**config.mk**
```make
export PLATFORM = sky130hd
export DESIGN_NAME = beatmap_reader_flat
export DESIGN_NICKNAME = d
export VERILOG_FILES = /design/src/rtl/beatmap_reader_if.sv /design/src/rtl/beatmap_reader.sv /design/src/flat_wrapper.sv
export SDC_FILE = /design/constraint.sdc
export NUM_CORES = 1
export LEC_CHECK = 0
export BUFFER_PORTS_ARGS = -buffer_cell sky130_fd_sc_hd__buf_2
export CORE_MARGIN = 2
export CORE_UTILIZATION = 45
export DETAILED_ROUTE_END_ITERATION = 8
export GPL_ROUTABILITY_DRIVEN = 1
export GPL_TIMING_DRIVEN = 1
export MAX_ROUTING_LAYER = met4
export PLACE_DENSITY = 0.76
export SYNTH_ARGS = -nofsm -noshare
export SYNTH_HDL_FRONTEND = slang
export SYNTH_SLANG_ARGS = --single-unit
```
**constraint.sdc**
```tcl
create_clock -name clk_in -period 1.91 [get_ports clk_in]
set_input_delay 0 -clock clk_in [delete_from_list [all_inputs] [get_ports clk_in]]
set_output_delay 0 -clock clk_in [all_outputs]
set_load 0.01 [all_outputs]
```
**src/rtl/beatmap_reader_if.sv**
```systemverilog
// Downstream block hand-off between beatmap_reader (master) and the game state tracker (slave).
// A record transfers on every clock edge where block_valid_out && block_ready_in; once valid is
// raised, block_data_out holds steady and valid stays high until that edge (or a stop/reset).
interface beatmap_reader_if;
    logic        block_valid_out;
    logic        block_ready_in;
    logic [31:0] block_data_out;
    logic        block_position_ready;

    modport master (
        output block_valid_out,
        output block_data_out,
        output block_position_ready,
        input  block_ready_in
    );

    modport slave (
        input  block_valid_out,
        input  block_data_out,
        input  block_position_ready,
        output block_ready_in
    );
endinterface

```
**src/rtl/beatmap_reader.sv**
```systemverilog
// Walks the beatmap ROM and releases each block record once game time is within LOOKAHEAD of it.
// Optional feature macro: BEATMAP_DROP_STALE_EN (skip records whose hit time is already past).
module beatmap_reader #(
    parameter int NUM_BLOCKS = 256,
    parameter int ADDR_WIDTH = 8,
    parameter int LOOKAHEAD  = 100
) (
    input  logic                  clk_in,
    input  logic                  rst_in,
    input  logic [1:0]            state_in,
    input  logic [17:0]           curr_time_in,
    output logic [ADDR_WIDTH-1:0] rom_addr_out,
    input  logic [31:0]           rom_data_in,
    beatmap_reader_if.master      blk,
    output logic                  done_out,
    output logic [7:0]            drop_count_out,
    output logic [2:0]            state_dbg_out
);

    typedef enum logic [2:0] {
        S_IDLE    = 3'd0,
        S_FETCH   = 3'd1,
        S_CHECK   = 3'd2,
        S_PRESENT = 3'd3,
        S_DONE    = 3'd4
    } state_t;

    state_t                state_q, state_d;
    logic [ADDR_WIDTH-1:0] addr_q, addr_d;
    logic [31:0]           rec_q, rec_d;
    logic                  wait_q, wait_d;

    logic        playing;
    logic        handoff;
    logic        due;
    logic        sentinel;
    logic        last_rec;
    logic [17:0] hit_time;

    assign playing  = (state_in == 2'd1);
    assign hit_time = rec_q[31:14];
    assign handoff  = (state_q == S_PRESENT) && blk.block_ready_in;
    // 19-bit compare so a game time near 18'h3FFFF cannot wrap past the hit time.
    assign due      = ({1'b0, curr_time_in} + 19'(LOOKAHEAD)) >= {1'b0, hit_time};
    assign sentinel = (hit_time == 18'h3FFFF);
    assign last_rec = (addr_q == ADDR_WIDTH'(NUM_BLOCKS - 1));

`ifdef BEATMAP_DROP_STALE_EN
    logic [7:0] drop_q, drop_d;
    logic       stale;

    assign stale          = (hit_time < curr_time_in);
    assign drop_count_out = drop_q;
`else
    assign drop_count_out = 8'd0;
`endif

    always_comb begin
        state_d = state_q;
        addr_d  = addr_q;
        rec_d   = rec_q;
        wait_d  = 1'b0;
`ifdef BEATMAP_DROP_STALE_EN
        drop_d  = drop_q;
`endif
        case (state_q)
            S_IDLE: begin
                addr_d = '0;
                if (playing) state_d = S_FETCH;
            end
            S_FETCH: begin
                // First FETCH cycle only arms wait_q; the ROM output is taken on the second.
                if (wait_q) begin
                    rec_d   = rom_data_in;
                    state_d = S_CHECK;
                end else begin
                    wait_d = 1'b1;
                end
            end
            S_CHECK: begin
                if (sentinel) begin
                    state_d = S_DONE;
                end
`ifdef BEATMAP_DROP_STALE_EN
                else if (stale) begin
                    if (drop_q != 8'hFF) drop_d = drop_q + 8'd1;
                    if (last_rec) begin
                        state_d = S_DONE;
                    end else begin
                        addr_d  = addr_q + 1'b1;
                        state_d = S_FETCH;
                    end
                end
`endif
                else if (due) begin
                    state_d = S_PRESENT;
                end
            end
            S_PRESENT: begin
                if (handoff) begin
                    if (last_rec) begin
                        state_d = S_DONE;
                    end else begin
                        addr_d  = addr_q + 1'b1;
                        state_d = S_FETCH;
                    end
                end
            end
            S_DONE: ;
            default: state_d = S_IDLE;
        endcase

        // Leaving PLAYING overrides everything, including a hand-off in this same cycle.
        if (!playing) begin
            state_d = S_IDLE;
            addr_d  = '0;
            rec_d   = '0;
            wait_d  = 1'b0;
`ifdef BEATMAP_DROP_STALE_EN
            drop_d  = 8'd0;
`endif
        end
    end

    always_ff @(posedge clk_in or negedge rst_in) begin
        if (!rst_in) begin
            state_q <= S_IDLE;
            addr_q  <= '0;
            rec_q   <= '0;
            wait_q  <= 1'b0;
        end else begin
            state_q <= state_d;
            addr_q  <= addr_d;
            rec_q   <= rec_d;
            wait_q  <= wait_d;
        end
    end

`ifdef BEATMAP_DROP_STALE_EN
    always_ff @(posedge clk_in or negedge rst_in) begin
        if (!rst_in) drop_q <= 8'd0;
        else         drop_q <= drop_d;
    end
`endif

    // Valid and done decode the state register; the pulse is that registered valid qualified by ready.
    assign blk.block_valid_out      = (state_q == S_PRESENT);
    assign blk.block_data_out       = rec_q;
    assign blk.block_position_ready = handoff;
    assign done_out                 = (state_q == S_DONE);
    assign rom_addr_out             = addr_q;
    assign state_dbg_out            = state_q;

endmodule

```
**src/flat_wrapper.sv**
```systemverilog
// flat-port wrapper written by rule: the top's interface ports become plain ports
module beatmap_reader_flat 
#(
    parameter int NUM_BLOCKS = 256,
    parameter int ADDR_WIDTH = 8,
    parameter int LOOKAHEAD  = 100
)
  (clk_in, rst_in, state_in, curr_time_in, rom_addr_out, rom_data_in, done_out, drop_count_out, state_dbg_out, blk_block_valid_out, blk_block_data_out, blk_block_position_ready, blk_block_ready_in);
  beatmap_reader_if blk_i ();
  input  logic clk_in;
  input  logic rst_in;
  input  logic [1:0] state_in;
  input  logic [17:0] curr_time_in;
  output logic [ADDR_WIDTH-1:0] rom_addr_out;
  input  logic [31:0] rom_data_in;
  output logic done_out;
  output logic [7:0] drop_count_out;
  output logic [2:0] state_dbg_out;
  output wire logic [$bits(blk_i.block_valid_out)-1:0] blk_block_valid_out;
  output wire logic [$bits(blk_i.block_data_out)-1:0] blk_block_data_out;
  output wire logic [$bits(blk_i.block_position_ready)-1:0] blk_block_position_ready;
  input wire logic [$bits(blk_i.block_ready_in)-1:0] blk_block_ready_in;
  assign blk_block_valid_out = blk_i.block_valid_out;
  assign blk_block_data_out = blk_i.block_data_out;
  assign blk_block_position_ready = blk_i.block_position_ready;
  assign blk_i.block_ready_in = blk_block_ready_in;
  beatmap_reader #(.NUM_BLOCKS(NUM_BLOCKS), .ADDR_WIDTH(ADDR_WIDTH), .LOOKAHEAD(LOOKAHEAD)) u_core (.clk_in(clk_in), .rst_in(rst_in), .state_in(state_in), .curr_time_in(curr_time_in), .rom_addr_out(rom_addr_out), .rom_data_in(rom_data_in), .blk(blk_i), .done_out(done_out), .drop_count_out(drop_count_out), .state_dbg_out(state_dbg_out));
endmodule
```
After elaboration in Yosys (flattened, before gate mapping) --
Cells that the tools add are included.
Word-level totals: register bits 44, input bits 55, output and inout port bits 54, word-level logic and storage cells 44
Operators by class: add/subtract/negate cells 2, order comparisons 1, equality and inequality tests 15, muxes and demuxes 17, reductions and logical operators 5
Operator list (number):
- $mux 32 | 3
- $mux 8 | 3
- $add 18x7->19 const B | 1
- $ge 19x18->1 | 1
- $eq 18x18->1 const B | 1
- $mux 3 | 6
- $pmux 8 s2 | 1
- $pmux 3 s5 | 1
- $ne 3x3->1 const B | 3
- $add 8x1->8 const B | 1
- $eq 8x8->1 const B | 1
- $eq 3x2->1 const B | 2
- $ne 2x2->1 const B | 2
- $ne 4x4->1 const B | 1
- $reduce_and 4->1 | 1
- $eq 3x1->1 const B | 1
- $eq 3x3->1 const B | 1
- $logic_not 3->1 | 1
- $mux 1 | 3
- $ne 3x2->1 const B | 1
- $reduce_and 3->1 | 1
- $eq 2x1->1 const B | 1
- $ne 2x1->1 const B | 1
- $reduce_and 2->1 | 1
- $logic_and 1x1->1 | 1

Depth between registers and ports, before layout --
Gate-level depths: netlist of the first run.
depth after elaboration 6, gate-level depth with buffers 12, mapped depth without buffers 12

Worst setup path after synthesis of the first run --
Ideal clock, no wire load.
kind in2reg, start point input port curr_time_in[2], end point register u_core.state_q[0] (netlist: u_core.state_dbg_out[0]), library setup time 0.082 ns, data arrival time 2.336 ns, data required time 1.828 ns, slack -0.508 ns, cell stages on the path 12, path buffers 0, cell sequence ha_1 a211o_1 and3_1 and4_1 and3_1 xor2_1 ha_1 nand2_1 or3_1 nor3_1 o21ai_0 a31oi_1
On the way: word-level cells in the longest chain between the ends 4
Ends and longest elaborated chain:
- start: declaration | RTL line flat_wrapper.sv:13 | input logic [17:0] curr_time_in;
- $add 18x7->19 | RTL line beatmap_reader.sv:44 | assign due = ({1'b0, curr_time_in} + 19'(LOOKAHEAD)) >= {1'b0, hit_time};
- $ge 19x18->1 | RTL line beatmap_reader.sv:44
- $ne 4x4->1 (no source line)
- $reduce_and 4->1 (no source line)
- end signal: assignment | RTL line beatmap_reader.sv:132 | state_q <= state_d;
- end: declaration | RTL line beatmap_reader.sv:28 | state_t state_q, state_d;
Every way passes these cells. A chain may end at the register's enable or synchronous reset.

Worst setup path after layout of the first run --
Ends and elaborated chain as after synthesis.

==> impl_results.md, run 1 <==
- Status: finished with violations
- Failing checks: negative setup slack
- Cell row count: 27
- DR iter-0 viols: about 110
- Worst r2r src: u_core.blk.block_data_out[29]
- Post-synth EDFFs: 0
- Reg2Reg Depth: 5
- Total track usage: 23.8%
- Synth Register Bits: 44
- Syn Area/Cell: 9.79 µm²
- P_leak: 1.98 nW
- Die Height: 80.1 µm
- Vias: 2616
- Final worst slack: -0.0465 ns
- Post-synth ARST share: 100%
- Met1 WL: 3.01 mm
- Final setup fails: 1
- Routed wl met2: roughly 3.6 mm
- Antenna viol nets, final: 0
- Syn-to-layout area delta: 51.1%
- Metal3 WL: 457 µm
- Port bufs: 100
- PD cells: 510 nW/µm²
- Vias per cell: approximately 5.2
- Routability cong.: 0.850
- Share of cells above drive strength 1: between 30 and 40%
- Die X: around 80 µm
- Clk slew on worst S/H paths: 0.10 ns
- Initial Utilization: 47.0%
- DRT Wirelength: a little over 7 mm
- Pins Over Slew Limit: 0
- Leading area contributor after synthesis: dfrtp_1
- Detailed-route DRC error count: 0
- Number of antenna diodes: 0
- Worst Clk Skew: 0.0126 ns
- Hold path start: state_in[1]
- H-tree depth: 2
- Hold depth: 4
- Tcrit/Tclk final: 102%
- Pre-CTS WS: -0.397 ns
- Number of global-route vias before repair: 2593
- Placeable Area: 5540 µm²
- Drt wl/cell: 14.2 µm
- Hold Path End: u_core.wait_q
- Pin slew with the least headroom to its limit: approximately 0.53 ns
- Critical Path AT: 2.18 ns
- VDD IR max: 0.429 mV
- Clock Path Buffers: 2
- Worst Path Required: approximately 2.1 ns
- Clk_lat worst skew: 0.30 ns
- Ys Warns: 0
- Post-synth top area share: between 40% and 50%
- Post-synth cell types: 45
- First-pass GRT wire length: 11.7 mm
- Pre-antenna DRT Iters: 4
- Placed cells: 453
- Post-Syn Instances: 266
- Post-Syn Area: 2600 µm²
- CTS Buf Count: 5
- Max Clk Rate: 511 MHz
- CTS tree: yes
- TritonCTS Sinks: 44
- Post-DP HPWL: 4.99 mm
- Min cycle time layout: just under 2 ns
- Pin count of the biggest net entering global routing: 28
- Nets@finish: 502
- Clk root buf: clkbuf_8
- R2r endpoint: u_core.state_dbg_out[0]
- Congestion Overflow GR: 0
- Main synth FF type: dfrtp_1
- Worst rel slew slack: 64.9%
- Top-level I/O count: 109
- Top Layer Used: met4
- Crit-path max FO: 3
- Number of non-filler instances in the completed layout: 500
- RSZ-0062 raised after global routing: yes
- Crit end category: register
- Fin. Hold Viols: 0
- Initial antenna violation count: 0
- Area contributors post-synth: dfrtp_1 42%, a22o_1 10%, ha_1 9.6%
- Register area share after synthesis: a little over two fifths
- Fillers: 425
- Worst setup SP type: input pin
- Max-cap violations: 0
- Worst hold path class: input pin to register
- Die area: around 6400 µm²
- Critical path type: input pin to register
- Setup slack, reg-to-reg: 0.03 ns
-- worst max path at each step --
stage                                    endpoint  cells past startpoint  slack [ns]            start
after floorplan           u_core.state_dbg_out[0]                     11       -0.15  curr_time_in[2]
after global placement    u_core.state_dbg_out[0]                     12       -0.35  curr_time_in[2]
after detailed placement  u_core.state_dbg_out[0]                     12       -0.40  curr_time_in[4]
after CTS                 u_core.state_dbg_out[0]                     12       -0.03  curr_time_in[2]
after global routing      u_core.state_dbg_out[0]                     12       -0.11  curr_time_in[4]
final                     u_core.state_dbg_out[0]                     12       -0.05  curr_time_in[2]
-- placed cells by master (no fill, tap or decap), types with 2 or more instances in the layout --
master         synthesis  routed
or4_1                  2       2
buf_4                  8      26
inv_1                 20      20
or3_4                  0       2
dlygate4sd3_1          0      34
nor2b_1                5       5
nand4_1                6       6
clkbuf_8               0       5
dfrtp_1               44      44
a31oi_1                2       2
conb_1                 1       8
a22o_1                31      31
nand3_2                0       2
nand3_1                8       6
buf_12                 0       3
o21ai_1                6       7
ha_1                  20      18
xor2_1                 8       8
a211oi_1               2       2
o31ai_1                4       4
a21oi_1               11      10
buf_6                  0       2
nand2b_1               4       3
o22a_1                 2       2
and3_1                 5       4
nor2_1                10       9
o21ai_0                6       5
or3_1                  5       3
xnor2_1                6       6
buf_2                  4      98
nand2_1               20      20
-- stage by stage --
stage                     hold slack [ns]  util, %  instance area [µm²]  setup TNS [ns]  total power [mW]
final                              0.0248     71.0                 3930         -0.0465              2.01
after global routing               0.0566     71.0                 3930          -0.107              2.12
after CTS                          0.0162     69.9                 3870         -0.0318              2.02
after detailed placement           0.0113     60.8                 3370          -0.397              1.22
after global placement            0.00403     60.8                 3370          -0.345              1.21
after floorplan                    -0.296        -                 2650          -0.154              1.09
-- routing by layer --
metal	track usage [%]	vias up
met1	30.1	1254
met3	4.83	2
met5	-	-
met4	3.39	0
met2	40.7	86
li1	-	1274
-- cells in the mapped netlist (4+ instances only) --
cell type / instances
clkbuf_1: 5
inv_1: 20
nand4_1: 6
o21ai_0: 6
nor2b_1: 5
nand3_1: 8
xor2_1: 8
o21ai_1: 6
buf_4: 8
and3_1: 5
xnor2_1: 6
a22o_1: 31
nand2_1: 20
ha_1: 20
o31ai_1: 4
a21oi_1: 11
nand2b_1: 4
or3_1: 5
buf_2: 4
dfrtp_1: 44
nor2_1: 10
-- repair_timing --
action | 4_1_cts | 5_1_grt
setup endpoints to repair | 3 | 8
hold buffers | 34 | 0
resized for setup | 8 | 8
endpoints found under the hold margin | 54 | 0
buffers inserted | 1 | 4
cloned | 0 | 0
pin swaps | 2 | 3
-- sequential cells by signal (all words and copies together) (netlist names) --
name                       flops
u_core.rom_addr_out            8
u_core.wait_q                  1
u_core.state_dbg_out           3
u_core.blk.block_data_out     32
-- power by group --
part / internal [mW] / switching (mW)
clock: 0.394 / 0.341
combinational: 0.181 / 0.154
sequential: 0.934 / 0.00403
total: 1.51 / 0.499
-- worst max-delay path: stages --
cell     delay, ns
buf_8         0.10
ha_4          0.15
a211o_1       0.27
and3_4        0.16
and4_1        0.16
and3_1        0.16
xor2_1        0.14
ha_1          0.29
nand2_1       0.07
or3_4         0.34
o22a_1        0.20
a31oi_1       0.15
-- final cells by class --
class / count / area [µm²] / share of cell area, %
Multi-Input combinational cell: 191 / 1430 / 36.2
Timing Repair Buffer: 164 / 1120 / 28.6
Tap cell: 72 / 90.1 / 2.29
Clock buffer: 5 / 68.8 / 1.75
Clock inverter: 3 / 46.3 / 1.18
Inverter: 21 / 78.8 / 2.00
Sequential cell: 44 / 1100 / 28.0
-- cells by family after synthesis --
group	after synthesis	share of synthesized area, %
fa+ha+maj	20	9.61
simple gates	77	15.9
xor+xnor	14	4.71
other cells	1	0.144
flops	44	42.3
compound gates	72	20.5
buf+inv	38	6.82
Note: power is estimated with default switching activity, not from simulation.
==> run 2, diff against run 1 <==
- ABC_AREA: not set -> 1
- PLACE_DENSITY: 0.76 -> 0.74
==> run 2 against run 1 <==
  * First-iteration DRC count is 15% higher
  * Largest cell class unchanged
  * Core utilization is 2.6 points lower
  * Clock power is 15% lower
  * Worst hold slack better by 0.12 ns
  * Global-route usage is 1.8 points lower
  * Via count is 14% higher
  * The flow now finishes without violations
  * Largest power group unchanged
  * Routed wire length is 13% higher
  * Sequential share of layout area is 1.1 points lower
  * Setup slack better by 0.059 ns
==> impl_results.md, run 2 <==
- Crit-path max FO: 3
- Ys Warns: 0
- Top cells by count, synth: 57 x inv_1, 51 x nand2_1, 47 x nand3_1
- Syn-to-layout area delta: 44.5%
- Met3 Track Usage GR: under 10%
- Pins Over Slew Limit: 0
- Share of cells above drive strength 1: 32.0%
- Leading area contributor after synthesis: dfrtp_1
- Syn Area/Cell: just under 8 µm²
- Hold path start: blk_block_ready_in
- Antenna viol nets, final: 0
- Pre-antenna DRT Iters: 4
- Die area: between 6000 and 7000 µm²
- Clk_lat worst skew: just under 0.3 ns
- Max Clk Rate: 527 MHz
- Worst setup SP type: input pin
- Worst r2r src: u_core.blk.block_data_out[16]
- Post-Syn Instances: 364
- Clk root buf: clkbuf_8
- Complex-gate fraction of the synthesized area: between 10% and 20%
- H-tree depth: 2
- Top-count cell post-synth: inv_1
- Port bufs: 100
- Drt wl/cell: 13.7 µm
- Post-synth EDFFs: 0
- Post-synth cell types: 37
- Fin Setup TNS: 0 ns
- M2 GR Usage: 37.8%
- Die X: 83.4 µm
- Mux share of post-synthesis cell area: 0%
- Total track usage: roughly 22%
- Cell row count: 28
- Fin. Hold Viols: 0
- Worst hold path class: input pin to register
- Crit path largest cell delay: 0.32 ns
- CP max stage cell: ha_1
- Largest family of logic cells by synthesized area: simple AND/OR/NAND/NOR gates
- CP cell instances: buf_8 > ha_4 > a21oi_4 > nand2_1 > nand2_2 > nor2_4 > nand4_1 > buf_4 > xnor2_2 > ha_1 > inv_2 > nor3_2 > a211oi_1 > nand2_1 > nand2_1 > nand2_2 > nand3_2 > nand2_1
- Placeable Area: 5990 µm²
- Tcrit/Tclk final: 99.4%
- Number of global-route vias before repair: 2740
- Post-Syn Area: 2840 µm²
- Detailed-route DRC error count: 0
- Worst rel slew slack: 66.5%
- Critical Path AT: 2.09 ns
- R2r endpoint: u_core.state_dbg_out[0]
- Clock Path Buffers: 2
- Min cycle time layout: 1.90 ns
- First-pass GRT wire length: 12.4 mm
- Max-cap violations: 0
- Met1 Resource Use GR: 27.1%
- Synth Register Bits: 44
- P_leak: 2.11 nW
- Worst Path Required: roughly 2.1 ns
- Register area share after synthesis: between 30% and 40%
- Critical path type: input pin to register
- Busiest grt layer: met2
- Flip-flop and latch area: 1100 µm²
- Post-DP HPWL: 5.48 mm
- Die Height: 83.4 µm
- Pin count of the biggest net entering global routing: 45
- Initial Utilization: a little under half
- Pin slew with the least headroom to its limit: between 0.5 and 0.6 ns
- Simple-gate share of the synthesized area: 24.5%
- Placed cell area: 3510 µm²
- Clk slew on worst S/H paths: around 0.090 ns
- Vias: between 2000 and 3000
- Worst Clk Skew: around 0.0046 ns
- Fillers: 484
- Post-synth top area share: between 30% and 40%
- Reg2Reg Depth: 14
- Hold Path End: u_core.state_dbg_out[1]
- DR iter-0 viols: 123
- Top-level I/O count: 109
- Post-synth ARST share: 100%
- Final Cell Area: 4100 µm²
- Hold depth: 4
- Synth Area in Adders: 8.82%
- Cell mode on critical path: nand2_1
- Congestion Overflow GR: 0
- Vias per cell: 5.07
- Nets@finish: 587
- Status: finished clean
- Max reg flops: 32
- Multi-input logic area: roughly 1600 µm²
- Setup slack, reg-to-reg: 0.10 ns
- PD cells: 517 nW/µm²
- Area contributors post-synth: dfrtp_1 39%, ha_1 8.8%, nand3_1 8.3%
- Most common cell after layout, fill and taps aside: buf_2
- XOR/XNOR share of the synthesized area: 4.94%
- VDD IR max: 0.391 mV
- CTS tree: yes
- Routability cong.: 0.890
- Main synth FF type: dfrtp_1
- CTS Buf Count: 5
- Crit end category: register
- TritonCTS Sinks: 44
- Number of antenna diodes: 0
- RSZ-0062 raised after global routing: yes
- Initial antenna violation count: 0
- DRT Wirelength: 8.07 mm
- Most frequent cells in the layout: 98 x buf_2, 55 x inv_1, 48 x nand2_1
- Final setup fails: 0
## run 2: changes by cell type after synthesis, moves of 5 or more
| cell | change |
|---|---|
| nor3_1 | +7 |
| nor2_1 | +7 |
| nor2b_1 | -5 |
| nand3_1 | +39 |
| or3_1 | -5 |
| nand2_1 | +31 |
| a22o_1 | -31 |
| inv_1 | +37 |
| nor2_2 | +5 |
| o21ai_0 | +31 |
## run 2: stage by stage
| step | std cells | total power [mW] | hold WS [ns] | utilization [%] | worst slack, ns |
|---|---|---|---|---|---|
| finish | 588 | 2.12 | 0.149 | 68.4 | 0.0122 |
| detailed placement | 544 | 1.41 | -0.00422 | 58.5 | -0.344 |
| global placement | 544 | 1.40 | -0.00184 | 58.5 | -0.229 |
| floorplan | 371 | 1.24 | -0.296 | - | 0.00287 |
| CTS | 585 | 2.08 | 0.135 | 65.7 | 0.00215 |
| global route | 588 | 2.22 | 0.201 | 68.4 | -0.111 |
## run 2: critical path, delay by kind of cell
| family | cells | cell delay, ns |
|---|---|---|
| simple gates | 10 | 0.86 |
| fa+ha+maj | 2 | 0.47 |
| buf+inv | 3 | 0.33 |
| compound gates | 2 | 0.28 |
| xor+xnor | 1 | 0.12 |
## run 2: kinds of logic (layout without fill, tap and decap cells)
| kind of cell | count (synthesis) | count (layout) |
|---|---|---|
| flip-flops | 44 | 44 |
| buffers and inverters | 79 | 221 |
| AND/OR/NAND/NOR | 146 | 146 |
| AO/OA/AOI/OAI | 58 | 58 |
| XOR/XNOR | 16 | 16 |
| adder cells (fa/ha/maj) | 20 | 20 |
| other | 1 | 8 |
## run 2: area by class of cell
type | instances | share of cell area [%]
multi-input combinational | 248 | 38.0
inverter | 62 | 5.74
sequential | 44 | 26.9
clock inverter | 2 | 0.366
timing repair buffer | 151 | 24.7
clock buffer | 6 | 2.01
tap | 75 | 2.29
## run 2: timing repair
action                                  CTS  global route
endpoints found under the setup margin    2             5
pin swaps                                 0            24
endpoints found under the hold margin    76             0
hold buffers                             33             0
resized for setup                         1            31
buffers inserted                          0             3
## run 2: how the worst max path moves through the flow
stage	startpoint	end	slack, ns
after floorplan	curr_time_in[4]	u_core.state_dbg_out[0]	0.003
after global placement	curr_time_in[2]	u_core.state_dbg_out[2]	-0.23
after detailed placement	curr_time_in[2]	u_core.state_dbg_out[0]	-0.34
after CTS	curr_time_in[2]	u_core.state_dbg_out[0]	0.002
after global routing	curr_time_in[2]	u_core.state_dbg_out[2]	-0.11
final	curr_time_in[3]	u_core.state_dbg_out[0]	0.01
## run 2: per-layer routing
metal,routed length (µm),up-vias
li1,-,1478
met4,257,0
met2,4010,112
met1,3450,1368
met5,0,-
met3,359,22
## run 2: power by group
part,total [mW],switching (mW),internal [mW]
clock network,0.625,0.331,0.293
logic,0.518,0.282,0.236
registers,0.977,0.0222,0.955
total,2.12,0.636,1.48
